File: config.mk
export PLATFORM = sky130hd
export DESIGN_NAME = flag_unit
export DESIGN_NICKNAME = d
export VERILOG_FILES = /design/src/rtl/cpu_pkg.sv /design/src/rtl/nmi_edge_det.sv /design/src/rtl/flag_unit.sv
export SDC_FILE = /design/constraint.sdc
export NUM_CORES = 1
export LEC_CHECK = 0
export BUFFER_PORTS_ARGS = -buffer_cell sky130_fd_sc_hd__buf_2
export CAP_MARGIN = 0
export CORE_UTILIZATION = 42
export CTS_BUF_LIST = sky130_fd_sc_hd__clkbuf_8
export DETAILED_ROUTE_END_ITERATION = 10
export PLACE_DENSITY_LB_ADDON = 0.08
export SYNTH_ARGS = -nofsm -noshare
export SYNTH_HDL_FRONTEND = slang
export SYNTH_HIERARCHICAL = 1
export SYNTH_SLANG_ARGS = --single-unit
File: constraint.sdc
create_clock -name clk -period 0.9 [get_ports clk]
set_input_delay 0.09 -clock clk [delete_from_list [all_inputs] [get_ports clk]]
set_output_delay 0.09 -clock clk [all_outputs]
set_load 0.05 [all_outputs]
File: src/rtl/cpu_pkg.sv
// -----------------------------------------------------------------------------
// cpu_pkg
// Shared CPU definitions used by the status-flag logic.
//   - set_op_e  : encodings of the explicit flag set/clear operations
//   - P_*       : bit positions of each flag inside the processor status byte
//   - M_*       : bit positions inside the {N,V,Z,C} ALU update mask
//   - pack_p()  : assembles a status byte in stack-push layout
// -----------------------------------------------------------------------------
package cpu_pkg;

  typedef enum logic [2:0] {
    SOP_NOP = 3'd0,
    SOP_CLC = 3'd1,
    SOP_SEC = 3'd2,
    SOP_CLI = 3'd3,
    SOP_SEI = 3'd4,
    SOP_CLV = 3'd5,
    SOP_CLD = 3'd6,
    SOP_SED = 3'd7
  } set_op_e;

  // Status byte layout {N,V,1,B,D,I,Z,C}
  localparam int P_C = 0;
  localparam int P_Z = 1;
  localparam int P_I = 2;
  localparam int P_D = 3;
  localparam int P_B = 4;
  localparam int P_U = 5;
  localparam int P_V = 6;
  localparam int P_N = 7;

  // ALU update mask layout {N,V,Z,C}
  localparam int M_C = 0;
  localparam int M_Z = 1;
  localparam int M_V = 2;
  localparam int M_N = 3;

  function automatic logic [7:0] pack_p(input logic n, input logic v,
                                        input logic b, input logic d,
                                        input logic i, input logic z,
                                        input logic c);
    logic [7:0] p;
    p      = 8'h00;
    p[P_N] = n;
    p[P_V] = v;
    p[P_U] = 1'b1;   // unused bit always reads as 1 when pushed
    p[P_B] = b;
    p[P_D] = d;
    p[P_I] = i;
    p[P_Z] = z;
    p[P_C] = c;
    return p;
  endfunction

endpackage

File: src/rtl/nmi_edge_det.sv
// -----------------------------------------------------------------------------
// nmi_edge_det
// Falling-edge detector and pending latch for the active-low NMI line.
// Ports:
//   clk      in   CPU clock
//   reset    in   asynchronous active-high reset
//   ce       in   cycle enable; state only moves on ce=1 edges
//   nmi_n    in   raw active-low NMI line
//   nmi_ack  in   NMI sequence started; clears the pending flag
//   nmi_pend out  an NMI edge has been seen and not yet acknowledged
// -----------------------------------------------------------------------------
module nmi_edge_det (
  input  logic clk,
  input  logic reset,
  input  logic ce,
  input  logic nmi_n,
  input  logic nmi_ack,
  output logic nmi_pend
);

  logic nmi_n_q;
  logic pend_q;
  logic pend_d;
  logic fall;

  // A fall is the previously sampled level high and the current level low.
  assign fall = nmi_n_q & ~nmi_n;

  // A new edge arriving in the same cycle as the acknowledge must not be lost,
  // so the edge takes priority over the clear.
  always_comb begin
    pend_d = pend_q;
    if (fall) begin
      pend_d = 1'b1;
    end else if (nmi_ack) begin
      pend_d = 1'b0;
    end
  end

  always_ff @(posedge clk or posedge reset) begin
    if (reset) begin
      nmi_n_q <= 1'b1;
      pend_q  <= 1'b0;
    end else if (ce) begin
      nmi_n_q <= nmi_n;
      pend_q  <= pend_d;
    end
  end

  assign nmi_pend = pend_q;

endmodule

File: src/rtl/flag_unit.sv
// -----------------------------------------------------------------------------
// flag_unit
// Processor status flags (C,Z,I,D,V,N) plus interrupt request generation.
// Optional feature macro: FLAG_UNIT_DECIMAL_EN -- when defined the D flag is
// stored and updated by CLD/SED/pull; otherwise D is constant 0.
// Ports:
//   clk, reset        in   CPU clock, asynchronous active-high reset
//   ce                in   cycle enable
//   alu_co/vo/so/zo   in   carry/overflow/sign/zero from the ALU
//   upd_mask[3:0]     in   {N,V,Z,C} load enables from the ALU flags
//   set_op[2:0]       in   explicit set/clear operation (cpu_pkg::set_op_e)
//   pull, pull_data   in   load P from a popped stack byte (PLP/RTI)
//   push_brk          in   B bit value for the pushed status byte
//   instr_end         in   last cycle of the current instruction
//   irq_n, nmi_n      in   active-low interrupt lines
//   nmi_ack           in   NMI sequence started
//   ci_out, vi_out    out  current C and V for the ALU
//   p_push[7:0]       out  status byte {N,V,1,B,D,I,Z,C} for pushing
//   int_req           out  interrupt pending at the next instruction boundary
//   int_is_nmi        out  the pending interrupt is an NMI
// -----------------------------------------------------------------------------
module flag_unit
  import cpu_pkg::*;
(
  input  logic       clk,
  input  logic       reset,
  input  logic       ce,
  input  logic       alu_co,
  input  logic       alu_vo,
  input  logic       alu_so,
  input  logic       alu_zo,
  input  logic [3:0] upd_mask,
  input  logic [2:0] set_op,
  input  logic       pull,
  input  logic [7:0] pull_data,
  input  logic       push_brk,
  input  logic       instr_end,
  input  logic       irq_n,
  input  logic       nmi_n,
  input  logic       nmi_ack,
  output logic       ci_out,
  output logic       vi_out,
  output logic [7:0] p_push,
  output logic       int_req,
  output logic       int_is_nmi
);

  logic c_q, z_q, i_q, v_q, n_q;
  logic c_d, z_d, i_d, v_d, n_d;
  logic d_flag;
  logic i_eff_q;
  logic irq_n_q;
  logic nmi_pend;
  set_op_e op;

  assign op = set_op_e'(set_op);

  // Next-state flags: a pull overrides everything; otherwise ALU loads are
  // applied first and the explicit set/clear op is layered on top so it wins.
  always_comb begin
    c_d = c_q;
    z_d = z_q;
    i_d = i_q;
    v_d = v_q;
    n_d = n_q;
    if (pull) begin
      c_d = pull_data[P_C];
      z_d = pull_data[P_Z];
      i_d = pull_data[P_I];
      v_d = pull_data[P_V];
      n_d = pull_data[P_N];
    end else begin
      if (upd_mask[M_C]) c_d = alu_co;
      if (upd_mask[M_Z]) z_d = alu_zo;
      if (upd_mask[M_V]) v_d = alu_vo;
      if (upd_mask[M_N]) n_d = alu_so;
      case (op)
        SOP_CLC: c_d = 1'b0;
        SOP_SEC: c_d = 1'b1;
        SOP_CLI: i_d = 1'b0;
        SOP_SEI: i_d = 1'b1;
        SOP_CLV: v_d = 1'b0;
        default: ;
      endcase
    end
  end

  always_ff @(posedge clk or posedge reset) begin
    if (reset) begin
      c_q     <= 1'b0;
      z_q     <= 1'b0;
      i_q     <= 1'b1;
      v_q     <= 1'b0;
      n_q     <= 1'b0;
      i_eff_q <= 1'b1;
      irq_n_q <= 1'b1;
    end else if (ce) begin
      c_q     <= c_d;
      z_q     <= z_d;
      i_q     <= i_d;
      v_q     <= v_d;
      n_q     <= n_d;
      irq_n_q <= irq_n;
      // The mask used for IRQ gating follows I only at instruction
      // boundaries, so a change to I takes effect one instruction later.
      if (instr_end) begin
        i_eff_q <= i_q;
      end
    end
  end

`ifdef FLAG_UNIT_DECIMAL_EN
  logic d_q;
  logic d_d;

  always_comb begin
    d_d = d_q;
    if (pull) begin
      d_d = pull_data[P_D];
    end else if (op == SOP_CLD) begin
      d_d = 1'b0;
    end else if (op == SOP_SED) begin
      d_d = 1'b1;
    end
  end

  always_ff @(posedge clk or posedge reset) begin
    if (reset) begin
      d_q <= 1'b0;
    end else if (ce) begin
      d_q <= d_d;
    end
  end

  assign d_flag = d_q;

  // Bits 5 and 4 of a pulled byte have no storage.
  logic unused_pull_bits;
  assign unused_pull_bits = ^pull_data[P_U:P_B];
`else
  assign d_flag = 1'b0;

  // Bits 5, 4 and (without decimal mode) 3 of a pulled byte have no storage.
  logic unused_pull_bits;
  assign unused_pull_bits = ^pull_data[P_U:P_D];
`endif

  nmi_edge_det u_nmi_edge_det (
    .clk      (clk),
    .reset    (reset),
    .ce       (ce),
    .nmi_n    (nmi_n),
    .nmi_ack  (nmi_ack),
    .nmi_pend (nmi_pend)
  );

  assign ci_out     = c_q;
  assign vi_out     = v_q;
  assign p_push     = pack_p(n_q, v_q, push_brk, d_flag, i_q, z_q, c_q);
  assign int_req    = nmi_pend | (~irq_n_q & ~i_eff_q);
  assign int_is_nmi = nmi_pend;

endmodule

==> results_dict.tcl <==
set metrics [dict create \
    worst_setup_slack_after_placement_ps -106 \
    avgViaCountPerCell 4.83 \
    final-instance-count-excl-fill 114 \
    detailed_place.area_sq_um 734 \
    grt_setup_unrepaired "yes" \
    period_needed_ps 1070 \
    hold_viol 0 \
    mostFrequentLayoutCell "buf_2" \
    fillCellCount 109 \
    yosysUniqueCellTypes 26 \
    synth_top_area_share 0.215 \
    syn_inst 67 \
    grt_overflow 0 \
    critPathRequiredTime_ps 810 \
    most_used_cells_in_the_layout_excluding_fill_and_tap_cells "23 x buf_2, 9 x nand2_1, 7 x inv_1, 7 x buf_6" \
    tritoncts_clock_tree "done" \
    critPathMaxFanout 2 \
    clock-sinks 9 \
    placer_s_final_routability_congestion_estimate 0.646 \
    synth.net_count 95 \
    die_width_um 39.3 \
    drt_iter0_markers 6 \
    count_of_endpoints_failing_setup_in_the_final_report 5 \
    start_kind "flip-flop" \
    tritoncts.num_buffers 3 \
    max_frequency_ghz 0.932 \
    detail_route.wirelength_um 1280 \
    layout.nets 128 \
    power.ir.vdd_worst_mv 0.829 \
    initial_core_utilization 0.448 \
    fraction_of_layout_cells_with_a_size_suffix_above_1 0.525 \
    max-clock-path-buffers 2 \
    multiInputGateArea_sq_um 269 \
    antenna_cells 0 \
    hpwl_um 919 \
    worstSetupEndpointType "primary output" \
    p_per_area_nw_per_um2 1840 \
    path_clk_slew_ps 50 \
    wire_length_of_the_first_global_routing_pass_um 2090 \
    grt_max_degree 14 \
    cap_viol_max_count 0 \
    fin_area_sq_um 873 \
    syn_area_per_cell_sq_um 8.70 \
    detail-route-antenna-nets 0 \
    dieHeight_um 39.3 \
    fp.coreArea_sq_um 1300 \
    drc 2 \
    syn2layout_area_growth_pct 49.8 \
    synth_area_leader_cell "dfrtp_1" \
    worst_path_arrival_time_ps 980 \
    ff_latch_area_sq_um 234 \
    antenna_found_initial 0 \
    numPortBuffers 32 \
    fraction_of_the_yosys_area_taken_by_sequential_cells 0.395 \
    die_area_sq_um 1540 \
    fin_tns_setup_ps -415 \
    final-max-slew-violation-count 0 \
    synth.area.top_cells "dfrtp_1 21%, dfstp_2 18%, buf_4 10%, nand2_1 5.8%, o21ai_0 4.3%" \
    clock_insertion_delay_at_the_later_pin_of_the_skew_report_ps 230 \
    core.rowCount 13 \
    grt_overall_usage 0.212 \
    vias 551 \
    layout.core_utilization 0.671 \
    dp_cells 107 \
    detail_route.wl_per_cell_um 11.2 \
    holdWs_ps 85.2 \
    final.setup.worst_slack_ps -173 \
    period_share 1.19 \
    worstHoldPathType "input pin to flip-flop" \
    netlist_area_sq_um 583 \
    timing.clock.skew_ps 5.87 \
    synthesized_flop_and_latch_total 9 \
    path_class "flip-flop to primary output" \
    totalPowerFinal_mw 1.61 \
    power.leakage_nw 0.440 \
    violations "DRC, setup timing" \
    dr_pass1_iterations 7 \
    io_pins 40 \
    ctsRootBufferMaster "clkbuf_8" \
    htreeDepth 1 \
    yosys_warnings 6 \
    outcome "complete, but fails checks" \
    grt_pass1_vias 490 \
]
## timing repair
action / 4_1_cts / 5_1_grt
gates cloned: 0 / 0
endpoints found under the setup margin: 9 / 11
setup buffers: 0 / 2
gates resized for setup: 15 / 8
hold buffers: 1 / 0
hold endpoints to repair: 6 / 0
## layout make-up
| type | count | share of cell area |
|---|---|---|
| multi-input combinational | 42 | 0.308 |
| clock buffer | 3 | 0.0473 |
| clock inverter | 1 | 0.00430 |
| inverter | 6 | 0.0258 |
| sequential | 9 | 0.268 |
| tap | 15 | 0.0215 |
| timing repair buffer | 38 | 0.325 |
## final timing paths
path                       startpoint                 endpoint  slack [ps]  cells after the start
min                         instr_end                  i_eff_q          90                      3
max                           irq_n_q                  int_req        -170                      2
max in group asynchronous       reset                  i_eff_q         290                      3
min reg2reg                   i_eff_q                  i_eff_q         480                      2
min in group asynchronous       reset  u_nmi_edge_det/nmi_pend         260                      3
max reg2reg                       n_q                      n_q          50                      2
## critical path, stage by stage, from the launching register on
cell	delay [ps]
dfstp_2	530
o21bai_2	70
buf_6	150
## power by group
part | total (mW) | switching [mW] | leakage (nW) | internal [mW]
Sequential | 0.528 | 0.0466 | 0.0992 | 0.481
Combinational | 0.632 | 0.367 | 0.314 | 0.265
Clock | 0.451 | 0.154 | 0.0269 | 0.297
## cells by family (layout without fill, tap and decap cells)
group	Yosys count	in the layout	synth area share
mux	2	2	0.0451
other cells	2	2	0.0129
xor+xnor	1	1	0.0150
flops	9	9	0.395
simple gates	19	19	0.154
compound gates	18	18	0.219
buf+inv	16	48	0.159
## sequential cells by signal (all words and copies together) (netlist names)
name,count
z_q,1
i_eff_q,1
u_nmi_edge_det/nmi_pend,1
n_q,1
irq_n_q,1
u_nmi_edge_det/nmi_n_q,1
i_q,1
vi_out,1
ci_out,1
## layer usage
metal | global-route usage | share of wire
met5 | 0 | 0
met4 | 0.129 | 0
met3 | 0.0511 | 0.048
met2 | 0.363 | 0.51
met1 | 0.232 | 0.44
## cells in the mapped netlist (all sizes together)
library cell	instances
a41oi	1
nand2b	2
o21ai	6
dfstp	4
inv	6
a22o	2
nor3b	1
o31ai	1
a22oi	1
nor2	4
a32o	1
mux2	2
conb	2
o21bai	1
dfrtp	5
or3	1
nand3b	2
a21oi	2
nand2	9
a31oi	2
buf	10
xnor2	1
o2bb2ai	1
(Power assumes the default switching activity.)
